==> config.mk <==
export PLATFORM = sky130hd
export DESIGN_NAME = dmem_arbiter
export DESIGN_NICKNAME = d
export VERILOG_FILES = /design/src/rtl/dmem_arbiter.sv
export SDC_FILE = /design/constraint.sdc
export NUM_CORES = 1
export LEC_CHECK = 0
export ABC_AREA = 1
export CAP_MARGIN = 20
export CORE_AREA = 5 5 115 117
export CTS_CLUSTER_SIZE = 25
export DETAILED_ROUTE_END_ITERATION = 10
export DIE_AREA = 0 0 120 122
export DONT_BUFFER_PORTS = 1
export PLACE_DENSITY = 0.61
export SYNTH_ARGS = -nofsm -noshare
export SYNTH_HDL_FRONTEND = slang
export SYNTH_SLANG_ARGS = --single-unit
==> constraint.sdc <==
create_clock -name clk -period 1.7 [get_ports clk]
set_clock_uncertainty 0.1 [all_clocks]
set_input_delay 0.17 -clock clk [delete_from_list [all_inputs] [get_ports clk]]
set_output_delay 0.17 -clock clk [all_outputs]
set_load 0.02 [all_outputs]
==> src/rtl/dmem_arbiter.sv <==
// Two-port arbiter in front of the single-port data memory stage (port 0 = LSU, port 1 = loader/debug).
// Latency: accept at cycle A, memory access at A+1, one-cycle response pulse at A+3; one access per 4 cycles.
// Backpressure: reqX_ready pulses only in IDLE for the winner; requests seen while busy wait for IDLE.
// Optional feature: define ARB_ROUND_ROBIN_EN for round-robin arbitration (default: port 0 fixed priority).
module dmem_arbiter #(
  parameter int ADDR_MAX    = 20,
  parameter int INIT_CYCLES = 1
) (
  input  logic        clk,
  input  logic        rst,
  input  logic        req0_valid,
  output logic        req0_ready,
  input  logic        req0_we,
  input  logic [1:0]  req0_sec,
  input  logic [31:0] req0_addr,
  input  logic [31:0] req0_wdata,
  output logic        rsp0_valid,
  output logic [31:0] rsp0_rdata,
  output logic        rsp0_err,
  input  logic        req1_valid,
  output logic        req1_ready,
  input  logic        req1_we,
  input  logic [1:0]  req1_sec,
  input  logic [31:0] req1_addr,
  input  logic [31:0] req1_wdata,
  output logic        rsp1_valid,
  output logic [31:0] rsp1_rdata,
  output logic        rsp1_err,
  output logic        mem_rw,
  output logic [1:0]  mem_sec,
  output logic [31:0] mem_wdata,
  output logic [31:0] mem_addr,
  input  logic [31:0] mem_rdata
);

  typedef enum logic [2:0] {INIT, IDLE, ISSUE, CAPTURE, RESP} state_t;

  localparam logic [31:0] ADDR_LIM  = 32'(ADDR_MAX);
  // INIT always lasts at least one cycle so the memory's own reset flag has cleared.
  localparam logic [15:0] INIT_LAST = (INIT_CYCLES > 0) ? 16'(INIT_CYCLES - 1) : 16'd0;

  state_t      state, state_nxt;
  logic [15:0] init_cnt;

  // Transaction latched at accept; the memory-facing fields live directly in mem_* registers.
  logic        lat_we;
  logic        lat_port;
  logic        lat_err;
  logic [31:0] cap_data;

  logic        grant_port;
  logic        accept;
  logic        sel_we;
  logic [1:0]  sel_sec;
  logic [31:0] sel_addr;
  logic [31:0] sel_wdata;
  logic        sel_err;
  logic        rsp_fire;

`ifdef ARB_ROUND_ROBIN_EN
  // Port holding priority when both request; flips to the other port on every accept.
  logic        rr_ptr;

  // Round-robin winner selection.
  always_comb begin
    grant_port = 1'b0;
    if (req0_valid && req1_valid) grant_port = rr_ptr;
    else                          grant_port = !req0_valid;
  end

  // Priority pointer update on each accept.
  always_ff @(posedge clk) begin
    if (rst)         rr_ptr <= 1'b0;
    else if (accept) rr_ptr <= !grant_port;
  end
`else
  // Fixed priority: port 0 wins whenever it requests.
  always_comb begin
    grant_port = !req0_valid;
  end
`endif

  // Winner's request fields and the range check applied at accept.
  always_comb begin
    accept    = (state == IDLE) && (req0_valid || req1_valid) && !rst;
    sel_we    = grant_port ? req1_we    : req0_we;
    sel_sec   = grant_port ? req1_sec   : req0_sec;
    sel_addr  = grant_port ? req1_addr  : req0_addr;
    sel_wdata = grant_port ? req1_wdata : req0_wdata;
    // Only the base address is checked; the memory truncates bytes past the end itself.
    sel_err   = (sel_addr > ADDR_LIM) || (sel_sec == 2'b11);
  end

  // Next-state logic. Error transactions still walk ISSUE/CAPTURE (with no memory
  // access) so every response arrives exactly three cycles after its accept.
  always_comb begin
    state_nxt = state;
    case (state)
      INIT:    if (init_cnt >= INIT_LAST) state_nxt = IDLE;
      IDLE:    if (accept) state_nxt = ISSUE;
      ISSUE:   state_nxt = CAPTURE;
      CAPTURE: state_nxt = RESP;
      RESP:    state_nxt = IDLE;
      default: state_nxt = INIT;
    endcase
  end

  // State register; reset from any state aborts the transaction in flight.
  always_ff @(posedge clk) begin
    if (rst) state <= INIT;
    else     state <= state_nxt;
  end

  // Counts cycles spent in INIT after reset release.
  always_ff @(posedge clk) begin
    if (rst || state != INIT) init_cnt <= 16'd0;
    else                      init_cnt <= init_cnt + 16'd1;
  end

  // Transaction control bits captured at accept.
  always_ff @(posedge clk) begin
    if (rst) begin
      lat_we   <= 1'b0;
      lat_port <= 1'b0;
      lat_err  <= 1'b0;
    end else if (accept) begin
      lat_we   <= sel_we;
      lat_port <= grant_port;
      lat_err  <= sel_err;
    end
  end

  // Memory address/size/data; loaded only for legal accesses, held otherwise.
  always_ff @(posedge clk) begin
    if (rst) begin
      mem_addr  <= 32'h0;
      mem_sec   <= 2'b10;
      mem_wdata <= 32'h0;
    end else if (accept && !sel_err) begin
      mem_addr  <= sel_addr;
      mem_sec   <= sel_sec;
      mem_wdata <= sel_wdata;
    end
  end

  // Response data formed in CAPTURE, when the memory's registered output is valid.
  always_ff @(posedge clk) begin
    if (rst)                    cap_data <= 32'h0;
    else if (state == CAPTURE) begin
      if (lat_err)     cap_data <= 32'hFFFF_FFFF;
      else if (lat_we) cap_data <= 32'h0;
      else             cap_data <= mem_rdata;
    end
  end

  // Handshake, response and write-strobe outputs; all forced low while rst is high.
  always_comb begin
    rsp_fire   = (state == RESP) && !rst;
    req0_ready = accept && !grant_port;
    req1_ready = accept && grant_port;
    rsp0_valid = rsp_fire && !lat_port;
    rsp1_valid = rsp_fire && lat_port;
    rsp0_rdata = rsp0_valid ? cap_data : 32'h0;
    rsp1_rdata = rsp1_valid ? cap_data : 32'h0;
    rsp0_err   = rsp0_valid && lat_err;
    rsp1_err   = rsp1_valid && lat_err;
    // The memory writes combinationally, so the strobe must be confined to ISSUE.
    mem_rw     = (state == ISSUE) && lat_we && !lat_err && !rst;
  end

endmodule

After elaboration in Yosys (flattened, before gate mapping)
Cells that the tools add are included.
- $add $sub $neg: 1
- $lt $le $gt $ge: 2
- eq/ne operators: 7
- muxes and demuxes: 11
- reductions and logical operators: 24
- operators with widths (operator ; count):
    2-to-1 mux 32 bit ; 6
    > comparator 32 x 5 -> 1 bit, second input constant ; 1
    adder 16 x 1 -> 16 bit, second input constant ; 1
    greater-or-equal comparator 16 x 1 -> 1 bit, second input constant ; 1
    case mux 3 bit (5 select lines) ; 1
    logical AND 1 bit ; 13
    equality test 3 x 2 -> 1 bit, second input constant ; 2
    2-to-1 mux 3 bit ; 2
    zero test 1 bit ; 5
    != test 2 bit, second input constant ; 2
    equality test 3 x 1 -> 1 bit, second input constant ; 1
    equality test 3 bit, second input constant ; 1
    zero test 3 bit ; 1
    logical OR 1 bit ; 3
    nonzero test 3 bit ; 1
    equality test 2 bit, second input constant ; 1
    2-to-1 mux 2 bit ; 1
    AND reduction 2 bit ; 1
    2-to-1 mux 1 bit ; 1
- bits in registers: 120
- bits of input ports: 170
- output and inout bits: 137
- word-level logic and storage cells: 54

Depth between registers and ports, before layout
- word-level depth: 5
- mapped depth: 14
- mapped depth without buffers: 12

Worst setup path before layout
Ideal clock, no wire load.
- kind: flip-flop to output port
- from: register state[0]
- to: output port rsp1_rdata[10]
- arrival: 1.551 ns
- required time: 1.430 ns
- setup slack: -0.121 ns
- stages on the path, launching flop included: 7
- path buffers: 1
- cell sequence: dfxtp_1 -> nor2_1 -> nand3_1 -> nor2_1 -> inv_1 -> buf_1 -> nor2_1
- longest elaborated chain between the ends: 4
- ends and longest elaborated chain (item ; line ; text):
    start, declared ; 42 ; state_t state, state_nxt;
    start signal, assigned ; 111 ; else state <= state_nxt;
    equality test 3 bit ; 158 ; rsp_fire = (state == RESP) && !rst;
    logical AND 1 bit ; 158 ;
    logical AND 1 bit ; 162 ; rsp1_valid = rsp_fire && lat_port;
    net rsp1_valid ; 26 ; output logic rsp1_valid,
    2-to-1 mux 32 bit ; 164 ; rsp1_rdata = rsp1_valid ? cap_data : 32'h0;
    end, declared ; 27 ; output logic [31:0] rsp1_rdata,
The timed path passes the listed nets, and every way through them passes these cells.

Worst setup path after layout
- from: register state[0]
- to: output port rsp1_rdata[1]
- longest elaborated chain between the ends: 4
- ends and longest elaborated chain (item ; line):
    equality test 3 bit ; 158
    logical AND 1 bit ; 158
    logical AND 1 bit ; 162
    2-to-1 mux 32 bit ; 164
No other way between the ends.

==> flow_summary.yaml <==
yosys:
  synth-edff-count: 0
  synth.avg_cell_area_um2: 6.29
  netlist_top_cells_area: "dfxtp_1 36%, nand2_1 15%, nor2_1 11%, inv_1 9.2%, a21oi_1 5.7%"
  ys_seq_elements: 104
  yosysSeqAreaShare: 0.361
  syn_area_um2: 5770
  async_flop_share: 0
  synthesis.nets: 1087
  synth.most_common_cell: "nand2_1"
  synthDistinctLibCells: 32
  ys.flop_type: "dfxtp_1"
  yosysWarnings: 0
  synth_top_area_share: 0.361
  yosys.area.top_type: "dfxtp_1"
  synthTopCellsByCount: "225 x nand2_1, 172 x nor2_1, 141 x inv_1"
  synthCells: 917
grt:
  grt_max_degree: 101
  grt_pass1_wl_um: 31500
  grt-ovfl-total: 0
  grt_usage: 0.271
  first_global_vias: 6099
  antenna_found_initial: 1
power:
  p_total_mw: 6.09
  internal_power_mw: 4.22
  ir_drop_mv: 0.541
  net-switching-power_mw: 1.87
  power_density_nw_per_um2: 724
  p_leak_nw: 4.00
  swShare: 0.307
  p_clk_frac: 0.363
  power_frac_seq: 0.431
  pwr-share-comb: 0.206
floorplanning:
  ios: 307
  dieArea_um2: 14600
  die_h_um: 122
  core_area_um2: 12300
  rows: 41
  initial_utilization: 0.470
  die_w_um: 120
clock_tree:
  cts-root-buf: "clkbuf_16"
  clock_path_buffers: 2
  cts.sinks: 104
  cts-buffers-inserted: 9
  ctsHtreeMaxLevel: 3
  cts_tree: "built"
  clk_pin_slew_worst_paths_ns: 0.08
  clk_latency_ns: 0.35
drt:
  post-route-drc-count: 0
  drtPass1Iterations: 5
  wirelength_um: 21800
  drt_iter0_markers: 602
  routed_via_density: 5.23
  vias: 6347
  postRouteAntennaNets: 0
  routedWlPerCell_um: 18.0
worst_setup_path:
  cp_top_family: "simple AND/OR/NAND/NOR gates"
  end_kind: "primary output"
  cp-start-kind: "flop"
  cp_max_fo: 10
  ff2ff_setup_slack_ns: -0.13
  rr_startpoint: "state[0]$_SDFFE_PP0P_"
  worstPathArrival_ns: 1.80
  path_cells: "buf_6, nor2_4, nand3_4, nor2_4, inv_6, buf_12, nor2_1, buf_4"
  path_common_cell: "nor2_4"
  slowest_delay_ns: 0.33
  cp-startpoint: "state[0]$_SDFFE_PP0P_"
  worstPathRequired_ns: 1.43
  crit_slowest_cell: "dfxtp_2"
  path_buf_inv: 4
  rr_worst_depth: 12
  worstReg2RegEnd: "mem_wdata[19]$_SDFFE_PP0P_"
  worstSetupPathType: "flop to primary output"
run_status:
  violations: "setup timing"
  status: "finished with violations"
sta:
  rsz0062_at_grt: "true"
  setup_viol: 138
  period_needed_ns: 2.07
  hold_violations: 0
  period_share: 1.21
  worstMarginPinSlew_ns: 0.409
  relSlewSlack: 0.727
  finalWorstSetupSlack_ns: -0.365
  fmax_ghz: 0.484
  drv_slew: 0
cells_and_area:
  utilization: 0.686
  multi_input_area_um2: 3240
  final_layout_size_suffix_gt1_frac: 0.207
  nFillCells: 950
  flow.area_growth_from_synthesis_pct: 46.0
  regArea_um2: 2090
  fin_nets: 1227
placed_design:
  gp_congestion: 0.855
  portBuffers: 0
  pre_cts_slack_ns: -0.143
  hpwlAfterDp_um: 13000
hold_path:
  holdCritPathClass: "primary input to flop"
  hold_depth: 4
  hold-path-endpoint: "mem_wdata[0]$_SDFFE_PP0P_"
  hp-start: "req1_wdata[0]"
run:
  max-cap-violations: 0
==> state kept, by name, summed over array words and instances, names as in the netlist <==
| register | flops |
|---|---|
| lat_err | 1 |
| lat_port | 1 |
| mem_wdata | 32 |
| state | 3 |
| lat_we | 1 |
| mem_addr | 32 |
| mem_sec | 2 |
| cap_data | 32 |
==> layout make-up <==
cell class              count  area share
diodes                      1    0.000297
clock buffers               9      0.0268
clock inverters             7      0.0116
inverters                 145      0.0672
multi-input cells         612       0.385
flip-flops and latches    104       0.248
well taps                 150      0.0223
repair buffers            185       0.239
==> cells by family (layout without fill, tap and decap cells) <==
| family | after synthesis | after routing | share of synthesized area |
|---|---|---|---|
| simple gates | 478 | 478 | 0.349 |
| flops | 104 | 104 | 0.361 |
| buf+inv | 201 | 346 | 0.152 |
| mux | 24 | 24 | 0.0417 |
| compound gates | 110 | 110 | 0.0964 |
| other cells | 0 | 1 | 0 |
==> worst reg2reg max path, cell delays in order (launching register included) <==
cell	delay, ns
dfxtp_2	0.34
buf_4	0.10
inv_2	0.03
nor3_2	0.20
nand2_2	0.10
nor2_1	0.13
nand2_2	0.10
nor2_8	0.14
inv_2	0.08
nor2_8	0.13
buf_12	0.16
nor2_1	0.05
nor2_1	0.11
==> worst max path at each step <==
stage,slack (ns),depth (start not counted),endpoint
2_1_floorplan,-0.12,6,rsp1_rdata[10]
3_3_place_gp,-0.12,10,mem_addr[2]$_SDFFE_PP0P_
3_5_place_dp,-0.14,10,mem_addr[2]$_SDFFE_PP0P_
4_1_cts,-0.27,8,rsp1_rdata[1]
5_1_grt,-0.42,8,rsp1_rdata[1]
6_report,-0.37,8,rsp1_rdata[1]
==> through the flow <==
stage               hold slack [ns]  TNS (ns)  instance area [um^2]  std cells
floorplan                     0.139     -7.25                  5770        917
global placement              0.141     -3.05                  6510       1114
detailed placement            0.144     -4.75                  6510       1114
CTS                        0.000751    -19.54                  8200       1209
global route                 0.0284    -33.88                  8420       1213
finish                      0.00295    -20.46                  8420       1213
==> power groups by stage <==
stage	Clock, mW	Combinational, mW	Sequential (mW)
after floorplan	0	0.684	2.65
after global placement	0	0.845	2.66
after detailed placement	0	0.849	2.66
after CTS	2.24	1.13	2.61
after global routing	2.36	1.36	2.64
final	2.21	1.25	2.63
==> routing by layer <==
layer  share of wire  wire length [um]  global-route usage
met5               0                 0                   0
met4           0.040               868               0.135
met3           0.095              2070              0.0850
met2            0.49             10700               0.470
met1            0.37              8160               0.302
==> cell usage in the layout, fill, tap and decap left out, types with 2 or more instances in the layout <==
master,count
dfxtp_2,3
inv_1,137
a21oi_1,66
nand2_4,2
o21ai_0,31
nand3_4,3
nand4_1,25
mux2i_1,24
buf_4,41
dfxtp_1,101
inv_2,3
inv_6,5
nor2_2,11
nor2_1,113
clkinv_8,2
clkbuf_16,10
nand3_1,37
clkinv_4,2
buf_12,10
nor2_4,52
nor2_8,2
buf_16,4
buf_6,59
o21ai_1,10
dlygate4sd3_1,69
nand2_2,3
nand2_1,225
a31oi_1,2
==> timing repair <==
item                                    4_1_cts  5_1_grt
hold buffers                                 69        0
gates cloned                                  4        1
endpoints found under the setup margin      108      161
setup buffers                                 6        5
hold endpoints to repair                     54        0
pin swaps                                     4        3
resized for setup                           150       49
Note: power is estimated with default switching activity, not from simulation.
